--- src/rtl/fx_pkg.sv ---
// Shared definitions for the fx register bus arbiter: default widths,
// sequencer state encoding and master index constants.
package fx_pkg;

  localparam int FX_AW = 16;
  localparam int FX_DW = 16;

  typedef enum logic [2:0] {
    S_IDLE    = 3'd0,
    S_WR      = 3'd1,
    S_RD      = 3'd2,
    S_RD_WAIT = 3'd3,
    S_DONE    = 3'd4
  } state_t;

  localparam logic M0 = 1'b0;
  localparam logic M1 = 1'b1;

endpackage

--- src/rtl/fx_bus_arb_if.sv ---
// Bundle of the two master command ports and the fx register bus.
// The master modport is the arbiter's view; slave is the environment's view.
interface fx_bus_arb_if import fx_pkg::*; #(
  parameter int AW = FX_AW,
  parameter int DW = FX_DW
) ();
  logic          m0_req, m0_we, m0_ack;
  logic [AW-1:0] m0_addr;
  logic [DW-1:0] m0_wdata, m0_rdata;
  logic          m1_req, m1_we, m1_ack;
  logic [AW-1:0] m1_addr;
  logic [DW-1:0] m1_wdata, m1_rdata;
  logic [AW-1:0] fx_waddr, fx_raddr;
  logic [DW-1:0] fx_data, fx_q;
  logic          fx_wr, fx_rd;
  logic          busy;
  logic [1:0]    gnt;

  modport master (
    input  m0_req, m0_we, m0_addr, m0_wdata,
    input  m1_req, m1_we, m1_addr, m1_wdata,
    output m0_ack, m0_rdata, m1_ack, m1_rdata,
    output fx_waddr, fx_wr, fx_data, fx_raddr, fx_rd,
    input  fx_q,
    output busy, gnt
  );

  modport slave (
    output m0_req, m0_we, m0_addr, m0_wdata,
    output m1_req, m1_we, m1_addr, m1_wdata,
    input  m0_ack, m0_rdata, m1_ack, m1_rdata,
    input  fx_waddr, fx_wr, fx_data, fx_raddr, fx_rd,
    output fx_q,
    input  busy, gnt
  );
endinterface

--- src/rtl/rr_arb2.sv ---
// Two-request round-robin picker. On a tie the master that did not win
// last time is chosen; the pointer only moves when a grant is taken.
module rr_arb2 import fx_pkg::*; (
  input  logic       clk,
  input  logic       rst,
  input  logic [1:0] req,
  input  logic       grant,
  output logic       pick
);
  logic rr_last;

  // combinational winner: tie goes to the non-last master
  always_comb begin
    pick = M0;
    if (req == 2'b11)              pick = ~rr_last;
    else if (req[1] && !req[0])    pick = M1;
  end

  // pointer remembers the most recent winner; M1 after reset so M0 wins first tie
  always_ff @(posedge clk) begin
    if (rst)        rr_last <= M1;
    else if (grant) rr_last <= pick;
  end
endmodule

--- src/rtl/fx_bus_arb.sv ---
// Two-master arbiter/sequencer for the fx register bus. Each grant issues
// one single-beat write or read, then a one-cycle ack to the winner.
// All outputs are registered, loaded from the next-state decision.
module fx_bus_arb import fx_pkg::*; #(
  parameter int AW     = FX_AW,
  parameter int DW     = FX_DW,
  parameter int RD_LAT = 1
) (
  input  logic         clk_sys,
  input  logic         rst,
  fx_bus_arb_if.master bus
);
  localparam logic [2:0] WAIT_INIT = 3'(RD_LAT - 1);

  state_t        state, nstate;
  logic [2:0]    cnt;
  logic          win;
  logic          pick, gnt_en, pick_we;
  logic [AW-1:0] pick_addr;
  logic [DW-1:0] pick_wdata;

  assign gnt_en     = (state == S_IDLE) && (bus.m0_req || bus.m1_req);
  assign pick_we    = pick ? bus.m1_we    : bus.m0_we;
  assign pick_addr  = pick ? bus.m1_addr  : bus.m0_addr;
  assign pick_wdata = pick ? bus.m1_wdata : bus.m0_wdata;

  rr_arb2 u_rr (
    .clk   (clk_sys),
    .rst   (rst),
    .req   ({bus.m1_req, bus.m0_req}),
    .grant (gnt_en),
    .pick  (pick)
  );

  // state register and read-latency counter
  always_ff @(posedge clk_sys) begin
    if (rst) begin
      state <= S_IDLE;
      cnt   <= '0;
    end else begin
      state <= nstate;
      if (state == S_RD)                         cnt <= WAIT_INIT;
      else if (state == S_RD_WAIT && cnt != '0)  cnt <= cnt - 3'd1;
    end
  end

  // next-state decision
  always_comb begin
    nstate = state;
    unique case (state)
      S_IDLE:    if (gnt_en) nstate = pick_we ? S_WR : S_RD;
      S_WR:      nstate = S_DONE;
      S_RD:      nstate = S_RD_WAIT;
      S_RD_WAIT: if (cnt == '0) nstate = S_DONE;
      S_DONE:    nstate = S_IDLE;
      default:   nstate = S_IDLE;
    endcase
  end

  // registered outputs: strobes/ack/busy follow the state being entered;
  // the fx address/data registers double as the command latch
  always_ff @(posedge clk_sys) begin
    if (rst) begin
      win          <= M0;
      bus.fx_wr    <= 1'b0;
      bus.fx_rd    <= 1'b0;
      bus.fx_waddr <= '0;
      bus.fx_data  <= '0;
      bus.fx_raddr <= '0;
      bus.m0_ack   <= 1'b0;
      bus.m1_ack   <= 1'b0;
      bus.m0_rdata <= '0;
      bus.m1_rdata <= '0;
      bus.busy     <= 1'b0;
      bus.gnt      <= 2'b00;
    end else begin
      bus.fx_wr  <= (nstate == S_WR);
      bus.fx_rd  <= (nstate == S_RD);
      bus.busy   <= (nstate != S_IDLE);
      bus.m0_ack <= (nstate == S_DONE) && (win == M0);
      bus.m1_ack <= (nstate == S_DONE) && (win == M1);
      if (gnt_en) begin
        win     <= pick;
        bus.gnt <= (pick == M1) ? 2'b10 : 2'b01;
        if (pick_we) begin
          bus.fx_waddr <= pick_addr;
          bus.fx_data  <= pick_wdata;
        end else begin
          bus.fx_raddr <= pick_addr;
        end
      end else if (nstate == S_IDLE) begin
        bus.gnt <= 2'b00;
      end
      if (state == S_RD_WAIT && cnt == '0) begin
        if (win == M1) bus.m1_rdata <= bus.fx_q;
        else           bus.m0_rdata <= bus.fx_q;
      end
    end
  end
endmodule

--- src/flat_wrapper.sv ---
// flat-port wrapper written by rule: the top's interface ports become plain ports
module fx_bus_arb_flat import fx_pkg::*;
#(
  parameter int AW     = FX_AW,
  parameter int DW     = FX_DW,
  parameter int RD_LAT = 1
)
  (clk_sys, rst, bus_m0_req, bus_m0_we, bus_m0_addr, bus_m0_wdata, bus_m1_req, bus_m1_we, bus_m1_addr, bus_m1_wdata, bus_m0_ack, bus_m0_rdata, bus_m1_ack, bus_m1_rdata, bus_fx_waddr, bus_fx_wr, bus_fx_data, bus_fx_raddr, bus_fx_rd, bus_fx_q, bus_busy, bus_gnt);
  fx_bus_arb_if #(.AW(AW), .DW(DW)) bus_i ();
  input  logic clk_sys;
  input  logic rst;
  input wire logic [$bits(bus_i.m0_req)-1:0] bus_m0_req;
  input wire logic [$bits(bus_i.m0_we)-1:0] bus_m0_we;
  input wire logic [$bits(bus_i.m0_addr)-1:0] bus_m0_addr;
  input wire logic [$bits(bus_i.m0_wdata)-1:0] bus_m0_wdata;
  input wire logic [$bits(bus_i.m1_req)-1:0] bus_m1_req;
  input wire logic [$bits(bus_i.m1_we)-1:0] bus_m1_we;
  input wire logic [$bits(bus_i.m1_addr)-1:0] bus_m1_addr;
  input wire logic [$bits(bus_i.m1_wdata)-1:0] bus_m1_wdata;
  output wire logic [$bits(bus_i.m0_ack)-1:0] bus_m0_ack;
  output wire logic [$bits(bus_i.m0_rdata)-1:0] bus_m0_rdata;
  output wire logic [$bits(bus_i.m1_ack)-1:0] bus_m1_ack;
  output wire logic [$bits(bus_i.m1_rdata)-1:0] bus_m1_rdata;
  output wire logic [$bits(bus_i.fx_waddr)-1:0] bus_fx_waddr;
  output wire logic [$bits(bus_i.fx_wr)-1:0] bus_fx_wr;
  output wire logic [$bits(bus_i.fx_data)-1:0] bus_fx_data;
  output wire logic [$bits(bus_i.fx_raddr)-1:0] bus_fx_raddr;
  output wire logic [$bits(bus_i.fx_rd)-1:0] bus_fx_rd;
  input wire logic [$bits(bus_i.fx_q)-1:0] bus_fx_q;
  output wire logic [$bits(bus_i.busy)-1:0] bus_busy;
  output wire logic [$bits(bus_i.gnt)-1:0] bus_gnt;
  assign bus_i.m0_req = bus_m0_req;
  assign bus_i.m0_we = bus_m0_we;
  assign bus_i.m0_addr = bus_m0_addr;
  assign bus_i.m0_wdata = bus_m0_wdata;
  assign bus_i.m1_req = bus_m1_req;
  assign bus_i.m1_we = bus_m1_we;
  assign bus_i.m1_addr = bus_m1_addr;
  assign bus_i.m1_wdata = bus_m1_wdata;
  assign bus_m0_ack = bus_i.m0_ack;
  assign bus_m0_rdata = bus_i.m0_rdata;
  assign bus_m1_ack = bus_i.m1_ack;
  assign bus_m1_rdata = bus_i.m1_rdata;
  assign bus_fx_waddr = bus_i.fx_waddr;
  assign bus_fx_wr = bus_i.fx_wr;
  assign bus_fx_data = bus_i.fx_data;
  assign bus_fx_raddr = bus_i.fx_raddr;
  assign bus_fx_rd = bus_i.fx_rd;
  assign bus_i.fx_q = bus_fx_q;
  assign bus_busy = bus_i.busy;
  assign bus_gnt = bus_i.gnt;
  fx_bus_arb #(.AW(AW), .DW(DW), .RD_LAT(RD_LAT)) u_core (.clk_sys(clk_sys), .rst(rst), .bus(bus_i));
endmodule
--- config.mk ---
export PLATFORM = sky130hd
export DESIGN_NAME = fx_bus_arb_flat
export DESIGN_NICKNAME = d
export VERILOG_FILES = /design/src/rtl/fx_pkg.sv /design/src/rtl/fx_bus_arb_if.sv /design/src/rtl/rr_arb2.sv /design/src/rtl/fx_bus_arb.sv /design/src/flat_wrapper.sv
export SDC_FILE = /design/constraint.sdc
export NUM_CORES = 1
export LEC_CHECK = 0
export ABC_AREA = 1
export ABC_CLOCK_PERIOD_IN_PS = 2300
export CAP_MARGIN = 15
export CORE_MARGIN = 5
export CORE_UTILIZATION = 41
export CTS_CLUSTER_SIZE = 40
export DETAILED_ROUTE_END_ITERATION = 10
export PLACE_DENSITY = 0.76
export SLEW_MARGIN = 25
export SYNTH_ARGS = -nofsm -noshare
export SYNTH_HDL_FRONTEND = slang
export SYNTH_SLANG_ARGS = --single-unit
--- constraint.sdc ---
create_clock -name clk_sys -period 2.3 [get_ports clk_sys]
set_clock_uncertainty 0.2 [all_clocks]
set_input_delay 0.46 -clock clk_sys [delete_from_list [all_inputs] [get_ports clk_sys]]
set_output_delay 0.46 -clock clk_sys [all_outputs]
set_load 0.01 [all_outputs]
* Word level (Yosys, flattened, before mapping)
Cells that the tools add are included.
** Cells by class
- $add $sub $neg :: 1
- Equality and inequality tests :: 7
- Muxes and demuxes :: 12
- Bitwise gates (word level) :: 3
- Reduce and logical (&&, ||, !) cells :: 19
** Operators with widths (number)
- $mux 16 :: 2
- $pmux 3 s4 :: 1
- $eq 3x2->1 const B :: 3
- $logic_not 3->1 :: 3
- $mux 2 :: 4
- $reduce_and 2->1 :: 4
- $eq 3x1->1 const B :: 2
- $logic_and 1x1->1 :: 6
- $mux 3 :: 2
- $reduce_bool 3->1 :: 2
- $eq 3x3->1 const B :: 1
- $mux 1 :: 3
- $not 1->1 :: 3
- $sub 3x1->3 const B :: 1
- $eq 2x2->1 const B :: 1
- $reduce_bool 2->1 :: 1
- $reduce_or 2->1 :: 1
- $logic_not 1->1 :: 1
- $logic_or 1x1->1 :: 1
** Word-level totals
- Register bits after elaboration :: 95
- Input port bits :: 86
- Output and inout port bits :: 87
- Logic and storage cells :: 57

* Logic depth before layout (Yosys ltp)
- Word-level depth :: 11
- Mapped depth :: 10

* Hierarchy
A second synthesis with hierarchy kept.
** Unflattened totals
- Cell total of the unflattened synthesis :: 509
- Area total of the unflattened synthesis :: 3842.4 um2
** Modules (own cells, without submodules)
- fx_bus_arb :: instances 1, cells an instance 502, area an instance 3794.9 um2, seq. area each 1881.8 um2
- rr_arb2 :: instances 1, cells an instance 7, area an instance 47.5 um2, seq. area each 20.0 um2

* Worst setup path after synthesis
No wires, ideal clock.
- Path type :: reg-to-reg
- From :: reg u_core.cnt[0]
- To :: reg u_core.bus.gnt[1]
- Setup time :: 0.132 ns
- Arrival time :: 1.341 ns
- Setup slack :: 0.627 ns
- Stages on the path, launching flop included :: 8
- Buffers on the path :: 0
- Path through :: dfxtp_1 -> inv_1 -> ha_1 -> ha_1 -> o211ai_1 -> nand4_1 -> nand3_1 -> o21ai_0
** On the way
- Cells in the longest elaborated chain, start to end :: 5
** RTL lines
- from (decl) :: line fx_bus_arb.sv:16 : logic [2:0] cnt;
- from (signal assigned) :: line fx_bus_arb.sv:43 : else if (state == S_RD_WAIT && cnt != '0) cnt <= cnt - 3'd1;
- $logic_not 3->1 :: line fx_bus_arb.sv:54 : S_RD_WAIT: if (cnt == '0) nstate = S_DONE;
- $mux 3 :: line fx_bus_arb.sv:54
- $pmux 3 s4 :: line fx_bus_arb.sv:50 : unique case (state)
- $logic_not 3->1 :: line fx_bus_arb.sv:91 : end else if (nstate == S_IDLE) begin
- $reduce_bool 2->1 (no source line)
- to (signal assigned) :: line fx_bus_arb.sv:84 : bus.gnt <= (pick == M1) ? 2'b10 : 2'b01;
- to (decl) :: line fx_bus_arb_if.sv:25 : output busy, gnt
Every way passes these cells.
A chain may end at the register's enable or synchronous reset.

* Worst setup path in the final report
- From :: reg u_core.cnt[0]
- To :: reg u_core.bus.m1_rdata[3]
** On the way
- Cells in the longest elaborated chain, start to end :: 3
** RTL lines
- $logic_not 3->1 :: line fx_bus_arb.sv:94 : if (state == S_RD_WAIT && cnt == '0) begin
- $logic_and 1x1->1 :: line fx_bus_arb.sv:94
- $reduce_and 2->1 (no source line)
- to (signal assigned) :: line fx_bus_arb.sv:95 : if (win == M1) bus.m1_rdata <= bus.fx_q;
- to (decl) :: line fx_bus_arb_if.sv:22 : output m0_ack, m0_rdata, m1_ack, m1_rdata,
Every way passes these cells.

==> qor.yml <==
outcome:
  status: "finished, final reports clean"
timing:
  fin_ws_ps: 302
  slew_headroom: 0.651
  drv_slew: 0
  tightest_slew_ps: 523
  fin_tns_setup_ps: 0
  min_period_over_period: 0.869
  max_freq_mhz: 500
  setup_violations: 0
  fin_crit_ps: 2000
  hold_violations: 0
  rsz0062_at_grt: "false"
worst_setup_path:
  reg2reg_slack_ps: 300
  critPathLaunchType: "flop"
  path_class: "reg2reg"
  arrival_ps: 2050
  critPathCaptureType: "flop"
  required_ps: 2350
  path_max_fanout: 17
floorplan:
  io_pins: 173
  die_h_microns: 106
  start_util: 0.426
  die_area_sq_um: 11200
  die_x_microns: 106
  core_area_sq_um: 8810
  rows: 34
global_route:
  grt_usage: 0.200
  grt_max_degree: 43
  grt_overflow_total: 0
  grt_pass1_vias: 3693
  antenna_found_initial: 0
  grt_pass1_wl_mm: 18.3
clocking:
  clockRootBuffer: "clkbuf_8"
  cts_buffer_depth: 2
  cts_sinks: 95
  clk_pin_slew_ps: 100
  clk-insertion-delay-late_ps: 350
  cts_hold_buf: 0
  cts_tree: "yes"
  cts_setup_buffers: 0
  htree_levels: 3
  cts.repair.resized: 0
  cts_buffers: 9
logic_synthesis:
  synth_top_area_share: 0.508
  synth_top_cell_by_area: "dfxtp_1"
  synth-seq-area-share: 0.508
  synth_cells: 455
  async_flop_share: 0
  synthFlopType: "dfxtp_1"
  synth_warnings: 0
  ys_types: 28
  netlist_area_sq_um: 3750
  synth_area_leaders: "dfxtp_1 (51%), nor2_1 (11%), o21ai_0 (8.3%), a211oi_2 (5.3%), nand2_1 (5.1%)"
  synth.avg_cell_area_sq_um: 8.24
  ys_seq_elements: 95
  synth_edf_count: 0
  yosysMostFrequentCell: "nor2_1"
  synth_fp_nets: 543
  synth_commonest_cells: "nor2_1 (106), dfxtp_1 (95), o21ai_0 (62)"
power:
  combPwrFrac: 0.265
  p_sw_uw: 1200
  p_int_uw: 2890
  power_density_nw_per_um2: 710
  leakage_uw: 0.00226
  p_clk_frac: 0.272
  ir_drop_v: 0.000353
  swShare: 0.293
  seqPwrFrac: 0.462
placement:
  dp_hpwl_mm: 8.28
  place.port_buffers: 172
  gp_congestion: 0.804
  dpl-instance-area_sq_um: 5570
  dp_slack_ps: 58.2
layout:
  fin_nets: 709
  fillerInstances: 745
  drive_gt1_frac: 0.109
  areaGrowthSynthToFinish_pct: 53.9
  num_antenna_cells: 0
  final_area_sq_um: 5770
drt:
  drt_pass1_iterations: 4
  wl_per_cell_microns: 15.3
  routed_wl_mm: 11.3
  num_vias: 3662
  viasPerCell: 4.99
  drt_first_iter_violations: 94
  detail-route-antenna-nets: 0
  drc: 0
job:
  cap_violations: 0
hold_path:
  min_path_type: "reg2reg"
[cells by family after synthesis]
family	share of synthesized area
fa+ha+maj	0.00668
buf+inv	0.0644
simple gates	0.209
flops	0.508
compound gates	0.212
[power by group through the flow]
stage | Clock (uW) | Sequential (uW) | Combinational, uW
after floorplan | 0 | 1990 | 446
after global placement | 0 | 1920 | 1070
after detailed placement | 0 | 1930 | 1090
after CTS | 1140 | 1890 | 1100
after global routing | 1220 | 1910 | 1180
final | 1120 | 1890 | 1090
[area by class of cell]
class / instances / area (sq um) / area share
flip-flops and latches: 95 / 1900 / 0.330
clock inverters: 5 / 67.6 / 0.0117
multi-input cells: 310 / 1600 / 0.278
clock buffers: 11 / 131 / 0.0228
well taps: 108 / 135 / 0.0234
inverters: 20 / 75.1 / 0.0130
repair buffers: 185 / 1850 / 0.321
[critical path: stages, from the launching register on]
cell     delay [ps]
dfxtp_1         320
inv_1            70
ha_1            150
ha_1            190
nand2_1         150
nor2_4          350
inv_2           230
nor2_1          150
nor2_1           60
[cell usage in the layout (no fill, tap or decap), types with 9 or more instances in the layout]
master and instances:
clkdlybuf4s50_1 171, nor2_1 106, dfxtp_1 95, o21ai_0 62, nand2_1 51, a211oi_1 18
a31oi_1 17, a211oi_2 16, inv_1 11, buf_4 10, inv_2 9, or2_2 9
clkbuf_8 9
[metrics by stage]
stage | hold WS (ps) | instances | power [uW] | util
5_1_grt | 285 | 734 | 4320 | 0.655
3_3_place_gp | 251 | 718 | 2990 | 0.632
3_5_place_dp | 259 | 718 | 3020 | 0.632
2_1_floorplan | 229 | 455 | 2440 | -
6_report | 266 | 734 | 4090 | 0.655
4_1_cts | 274 | 734 | 4130 | 0.655
[final timing paths]
check / from / endpoint / cells after the start
worst max-delay path: u_core.cnt[0] / u_core.bus.m1_rdata[3] / 8
worst max register to register: u_core.cnt[0] / u_core.bus.m1_rdata[3] / 8
worst min-delay path: u_core.bus.gnt[0] / u_core.bus.gnt[0] / 2
worst min register to register: u_core.bus.gnt[0] / u_core.bus.gnt[0] / 2
[registers in the layout (all words and copies together) (netlist names), 2 cells and up]
name,flops
u_core.bus.fx_raddr,16
u_core.bus.m0_rdata,16
u_core.bus.fx_waddr,16
u_core.bus.gnt,2
u_core.state,3
u_core.bus.fx_data,16
u_core.cnt,3
u_core.bus.m1_rdata,16
[layer usage]
metal,routed length (microns),global-route usage,part of all wire,vias to the layer above
met5,0,0,0,-
met4,276,0.0796,0.025,0
met1,4820,0.239,0.43,1647
met2,5230,0.331,0.46,143
met3,935,0.0678,0.083,24
li1,-,-,-,1848
Power figures use the tool's default switching activity.
